<file path="config.mk">
export PLATFORM = sky130hd
export DESIGN_NAME = pc_fetch_decode
export DESIGN_NICKNAME = d
export VERILOG_FILES = /design/src/rtl/pc_fetch_decode.sv
export SDC_FILE = /design/constraint.sdc
export NUM_CORES = 1
export LEC_CHECK = 0
export BUFFER_PORTS_ARGS = -buffer_cell sky130_fd_sc_hd__buf_2
export CAP_MARGIN = 15
export CORE_AREA = 2 2 69 71
export DETAILED_ROUTE_END_ITERATION = 10
export DIE_AREA = 0 0 71 73
export PLACE_DENSITY = 0.85
export SLEW_MARGIN = 15
export SYNTH_ARGS = -nofsm -noshare
export SYNTH_HDL_FRONTEND = slang
export SYNTH_SLANG_ARGS = --single-unit
</file>
<file path="constraint.sdc">
create_clock -name clk -period 2.8 [get_ports clk]
set_input_delay 0 -clock clk [delete_from_list [all_inputs] [get_ports clk]]
set_output_delay 0 -clock clk [all_outputs]
set_load 0.005 [all_outputs]
</file>
<file path="src/rtl/pc_fetch_decode.sv">
// Fetch/decode front end: program counter with incrementer
// plus combinational ARM-subset instruction decoder.
module pc_fetch_decode #(
  parameter logic [31:0] RESET_PC = 32'h0000_0000,
  parameter logic [31:0] PC_STEP  = 32'd4
) (
  input  logic        clk,
  input  logic        rst,
  input  logic        le,
  input  logic [31:0] instruction,
  output logic [31:0] pc_out,
  output logic [31:0] pc_next,
  output logic [1:0]  am,
  output logic        rf_en,
  output logic [3:0]  alu_op,
  output logic        load,
  output logic        branch_link,
  output logic        s_bit,
  output logic        rw,
  output logic        size,
  output logic        datamem_en
);

  logic [31:0] pc_q;
  logic [31:0] pc_d;

  logic is_nop;
  logic is_dp;
  logic is_ls;
  logic is_br;

  // Condition field and operand fields play no part in decode.
  logic unused_bits;
  assign unused_bits = ^{instruction[31:28],
                         instruction[19:0]};

  // Incrementer wraps naturally modulo 2^32.
  assign pc_next = pc_q + PC_STEP;
  assign pc_d    = le ? pc_next : pc_q;
  assign pc_out  = pc_q;

  // PC register; reset loads RESET_PC at once.
  always_ff @(posedge clk or negedge rst) begin
    if (!rst) begin
      pc_q <= RESET_PC;
    end else begin
      pc_q <= pc_d;
    end
  end

  // An all-zero word is a NOP even though it
  // matches the data-processing pattern.
  assign is_nop = (instruction == 32'h0);
  assign is_dp  = ~is_nop &
                  (instruction[27:26] == 2'b00);
  assign is_ls  = (instruction[27:26] == 2'b01);
  assign is_br  = (instruction[27:25] == 3'b101);

  // Decode instruction class into the control bundle.
  always_comb begin
    am          = 2'b00;
    rf_en       = 1'b0;
    alu_op      = 4'b0000;
    load        = 1'b0;
    branch_link = 1'b0;
    s_bit       = 1'b0;
    rw          = 1'b0;
    size        = 1'b0;
    datamem_en  = 1'b0;
    unique case (1'b1)
      is_dp: begin
        alu_op = instruction[24:21];
        s_bit  = instruction[20];
        // TST/TEQ/CMP/CMN only set flags.
        rf_en  = (instruction[24:23] != 2'b10);
        am     = instruction[25] ? 2'b00 : 2'b01;
      end
      is_ls: begin
        datamem_en = 1'b1;
        load       = instruction[20];
        rf_en      = instruction[20];
        rw         = ~instruction[20];
        size       = instruction[22];
        alu_op     = instruction[23] ? 4'b0100
                                     : 4'b0010;
        am         = instruction[25] ? 2'b11 : 2'b10;
      end
      is_br: begin
        branch_link = instruction[24];
        rf_en       = instruction[24];
      end
      default: begin
      end
    endcase
  end

endmodule

</file>
# Yosys cells after proc, flatten, opt, wreduce, memory -nomap -nowiden
# Index checks and enable logic that the tools add are counted.
[totals] register_bits=32 elab_cells=22
[op_classes] n_addsub=1 eq_ne=3 n_mux=12 n_bitwise=3 n_reduce_logical=2
[op_table] op="32-bit by 3-bit adder with 32-bit output, second input constant" count=1
[op_table] op="32-bit logical NOT" count=1
[op_table] op="1-bit 2-to-1 mux" count=8
[op_table] op="4-bit one-hot mux with 2 select lines" count=1
[op_table] op="2-bit one-hot mux with 2 select lines" count=1
[op_table] op="3-bit equality test, second input constant" count=1
[op_table] op="3-bit 2-to-1 mux" count=1
[op_table] op="1-bit one-hot mux with 3 select lines" count=1
[op_table] op="2-bit by 1-bit equality test with 1-bit output, second input constant" count=1
[op_table] op="2-bit logical NOT" count=1
[op_table] op="2-bit inequality test, second input constant" count=1
[op_table] op="1-bit NOT" count=2
[op_table] op="1-bit bitwise AND" count=1

# Logic depth before layout (Yosys ltp)
[logic_depth] word_depth=4 mapped_depth=6 depth_no_buf=5

# Worst setup path after synthesis
# OpenSTA, ideal clock, no wires.
[synth_timing] kind="reg-to-reg" startpoint="reg pc_q[10], in the netlist pc_out[10]" endpoint="reg pc_q[27], in the netlist pc_out[27]" setup_time_ns=0.079 arrival_ns=1.600 required_time_ns=2.721 path_slack_ns=1.121 stages_incl_launch_ff=7 n_path_buf=2 synth_period_minus_slack_ns=1.679 path_cell_list="dfrtp_1 buf_2 nand4_1 or4_1 buf_4 nor3_2 xor2_1"
[synth_between] elab_chain_cells=1
[synth_rtl] element="from (decl)" line="24" text="logic [31:0] pc_q;"
[synth_rtl] element="from (signal assigned)" line="47" text="pc_q <= pc_d;"
[synth_rtl] element="32-bit by 3-bit adder with 32-bit output" line="38" text="assign pc_next = pc_q + PC_STEP;"
# Every way passes these cells.
# A chain may end at the register's enable or synchronous reset.

# Worst setup path after layout
[layout_timing] startpoint="reg pc_q[17], in the netlist pc_out[17]" endpoint="out pc_next[27]"
[layout_between] elab_chain_cells=1
[layout_rtl] element="32-bit by 3-bit adder with 32-bit output" line="38"
[layout_rtl] element="to (decl)" line="12" text="output logic [31:0] pc_next,"
# Every way passes these cells.

==> impl_metrics.csv <==
group,metric,value,unit
timing,fin_ws,0.5293,ns
worst_hold_path,hold_path.class,"input pin to flip-flop",
critical_path,r2r-start,"pc_out[17]",
floorplan,die_x,71,um
synth,synth_flop_cell,"dfrtp_1",
timing,tns,0,ns
synth,syn_area,2092,um^2
placement,post-place-cells,387,
placement,gp_congestion,0.8484,
timing,fmax,0.4404,GHz
run,maxCapViolCount,0,
floorplan,start_util,46.12,%
timing,fin_crit,2.271,ns
clock_tree,post-cts-setup-buffers,0,
worst_hold_path,holdPathEnd,"pc_out[7]",
critical_path,r2r_end,"pc_out[27]",
power_and_ir_drop,power_density,453.8,nW/um^2
timing,slew-limit-headroom,49.33,%
drt,via_count,2023,
timing,hold_viol,0,
floorplan,die_y,73,um
worst_hold_path,hp-start,"le",
drt,wire_per_inst,13.39,um
timing,fin_worst_skew,0.003181,ns
clock_tree,clock_sinks,30,
critical_path,ff2ff_setup_slack,0.87,ns
critical_path,start_kind,"flip-flop",
floorplan,io_pins,112,
synth,yosys_register_bits,30,
placement,dpl.hpwl,4128,um
power_and_ir_drop,ir_drop,479.2,uV
synth,avgSynthCellArea,8.902,um^2
synth,synth_cells,235,
clock_tree,cts_tree,"built",
clock_tree,clockBufferDepth,2,
finish,nNetsFinal,377,
critical_path,worstSetupEndpointType,"output pin",
placement,port_buffers,107,
finish,largest_register_ffs,30,
clock_tree,cts_buffers,5,
placement,pre_cts_slack,0.8349,ns
timing,final-max-slew-violation-count,0,
finish,fin_cells,395,
status,status,"finished clean",
drt,wl,5288,um
critical_path,path_max_fanout,10,
global_route,grt_pass1_vias,1788,
finish,drive_above_1_share,36.66,%
power_and_ir_drop,power,1.237,mW
critical_path,critPathKind,"flip-flop to output pin",
critical_path,cp.arrival,2.27,ns
finish,final_core_util,60.08,%
worst_hold_path,worstHoldPathCells,3,
global_route,antenna_found_initial,0,
floorplan,fp.coreArea,4536,um^2
finish,fin_area,2725,um^2
finish,syn2layout_area_growth,30.26,%
timing,rsz0062_at_grt,"no",
synth,ys_seq_area_share,35.89,%
clock_tree,cts_resized,0,
drt,dr.pass1.iters,4,
timing,min_period_over_period,81.10,%
synth,yosys_warnings,0,
clock_tree,clock_latency,0.29,ns
global_route,grt_usage,20.49,%
finish,nFillCells,398,
clock_tree,cts_max_level,2,
drt,drc_errors,0,
critical_path,r2r_cells,4,
global_route,globalRouteOverflowTotal,0,
timing,setup_viol,0,
drt,via_per_inst,5.122,
synth,synthDistinctLibCells,34,
finish,n_antenna_cell,0,
synth,synth-edff-count,0,
timing,worst_hold_slack,0.1159,ns
timing,worst_pin_slew,0.7538,ns
global_route,grt_max_degree,31,
power_and_ir_drop,leakagePower,1.448,nW
placement,placed_cell_area,2639,um^2
synth,async_reset_ff_share,100.0,%
drt,dr.first_iter.drc_count,131,
global_route,grt_first_pass_wirelength,8383,um
clock_tree,path_clk_slew,0.06,ns
critical_path,cp_data_required_time,2.80,ns
floorplan,die_area,5183,um^2
floorplan,num_rows,25,
drt,ant_nets,0,
clock_tree,cts_root_buffer,"clkbuf_8",
-- worst max-delay path, stage by stage, from the launching register on --
cell     delay (ns)
dfrtp_1        0.49
nand3_2        0.15
or4_1          0.80
nor3_2         0.26
xor2_1         0.16
buf_2          0.13
-- cell type report --
cell class / count / area [um^2] / area share, %
inverters: 12 / 45.04 / 1.653
multi-input cells: 184 / 1240 / 45.50
repair buffers: 108 / 545.5 / 20.02
well taps: 54 / 67.56 / 2.479
clock buffers: 7 / 76.32 / 2.801
flip-flops and latches: 30 / 750.7 / 27.55
-- per-layer routing --
metal  vias to the layer above  wire length (um)  part of all wire [%]  track usage (%)
li1                       1005                 -                     -                -
met1                       950              2388                    45            29.36
met2                        63              2531                    48            30.53
met3                         5               307                   5.8            5.249
met4                         0                61                   1.2            6.289
met5                         -                 0                     0                0
-- power breakdown --
group	internal, mW	total, mW	switching, mW
logic	0.185	0.347	0.162
clock network	0.171	0.329	0.158
registers	0.483	0.561	0.0775
-- what timing repair did --
item / in CTS / in global routing
setup endpoints to repair: 0 / 0
hold endpoints to repair: 30 / 0
hold buffers: 1 / 0
-- worst max path at each step --
stage / startpoint / end / slack [ns] / depth (start not counted)
floorplan: pc_out[10] / pc_out[27] / 1.12 / 6
global placement: pc_out[10] / pc_next[27] / 0.92 / 5
detailed placement: pc_out[17] / pc_next[27] / 0.83 / 5
CTS: pc_out[17] / pc_next[27] / 0.52 / 5
global route: pc_out[17] / pc_next[27] / 0.39 / 5
finish: pc_out[17] / pc_next[27] / 0.53 / 5
-- cells in the mapped netlist, types with 4 or more instances --
library cell  count  area share, %
clkbuf_1          4           0.72
and4_1            5            2.1
nor3_2            5            2.4
nand2_1          17            3.1
nor3_1            4           0.96
nor2_1           25            4.5
and3_1            6            1.8
nor4_1           10            3.0
nand3_1          13            3.1
inv_1            12            2.2
xnor2_1          31             13
buf_4             5            1.8
xor2_1           26             11
dfrtp_1          30             36
nand4_1          15            4.5
-- logic make-up (layout without fill, tap and decap cells) --
| family | count (synthesis) | after routing | share of synthesized area (%) |
|---|---|---|---|
| other | 1 | 4 | 0.1793 |
| AOI/OAI and AO/OA | 5 | 5 | 1.256 |
| buffers and inverters | 24 | 127 | 5.382 |
| adders and majority gates | 1 | 1 | 0.5980 |
| DFF | 30 | 30 | 35.89 |
| and+or+nand+nor | 116 | 116 | 32.30 |
| muxes | 1 | 1 | 0.5382 |
| xor gates and xnor gates | 57 | 57 | 23.86 |
-- cells in the final DEF (no fill, tap or decap) --
cell type / n
nand2b_1: 2
nor4_4: 2
nand4_1: 15
nor4_2: 1
and2_1: 3
nor4_1: 10
clkbuf_8: 5
or4_1: 1
dlygate4sd3_1: 1
a21oi_1: 1
mux2_2: 1
nor2_1: 25
buf_2: 107
nor3_2: 5
o21ai_0: 3
o22ai_1: 1
nand3_1: 13
clkbuf_1: 2
xnor2_1: 31
nor2b_1: 1
xor2_1: 26
conb_1: 4
inv_1: 12
nor3_1: 4
dfrtp_1: 30
or2_2: 2
nand3_2: 1
or3_1: 1
and4b_1: 1
nand2_1: 17
and3_1: 6
ha_1: 1
and4_1: 5
nand2_2: 1
Note: power is estimated with default switching activity, not from simulation.
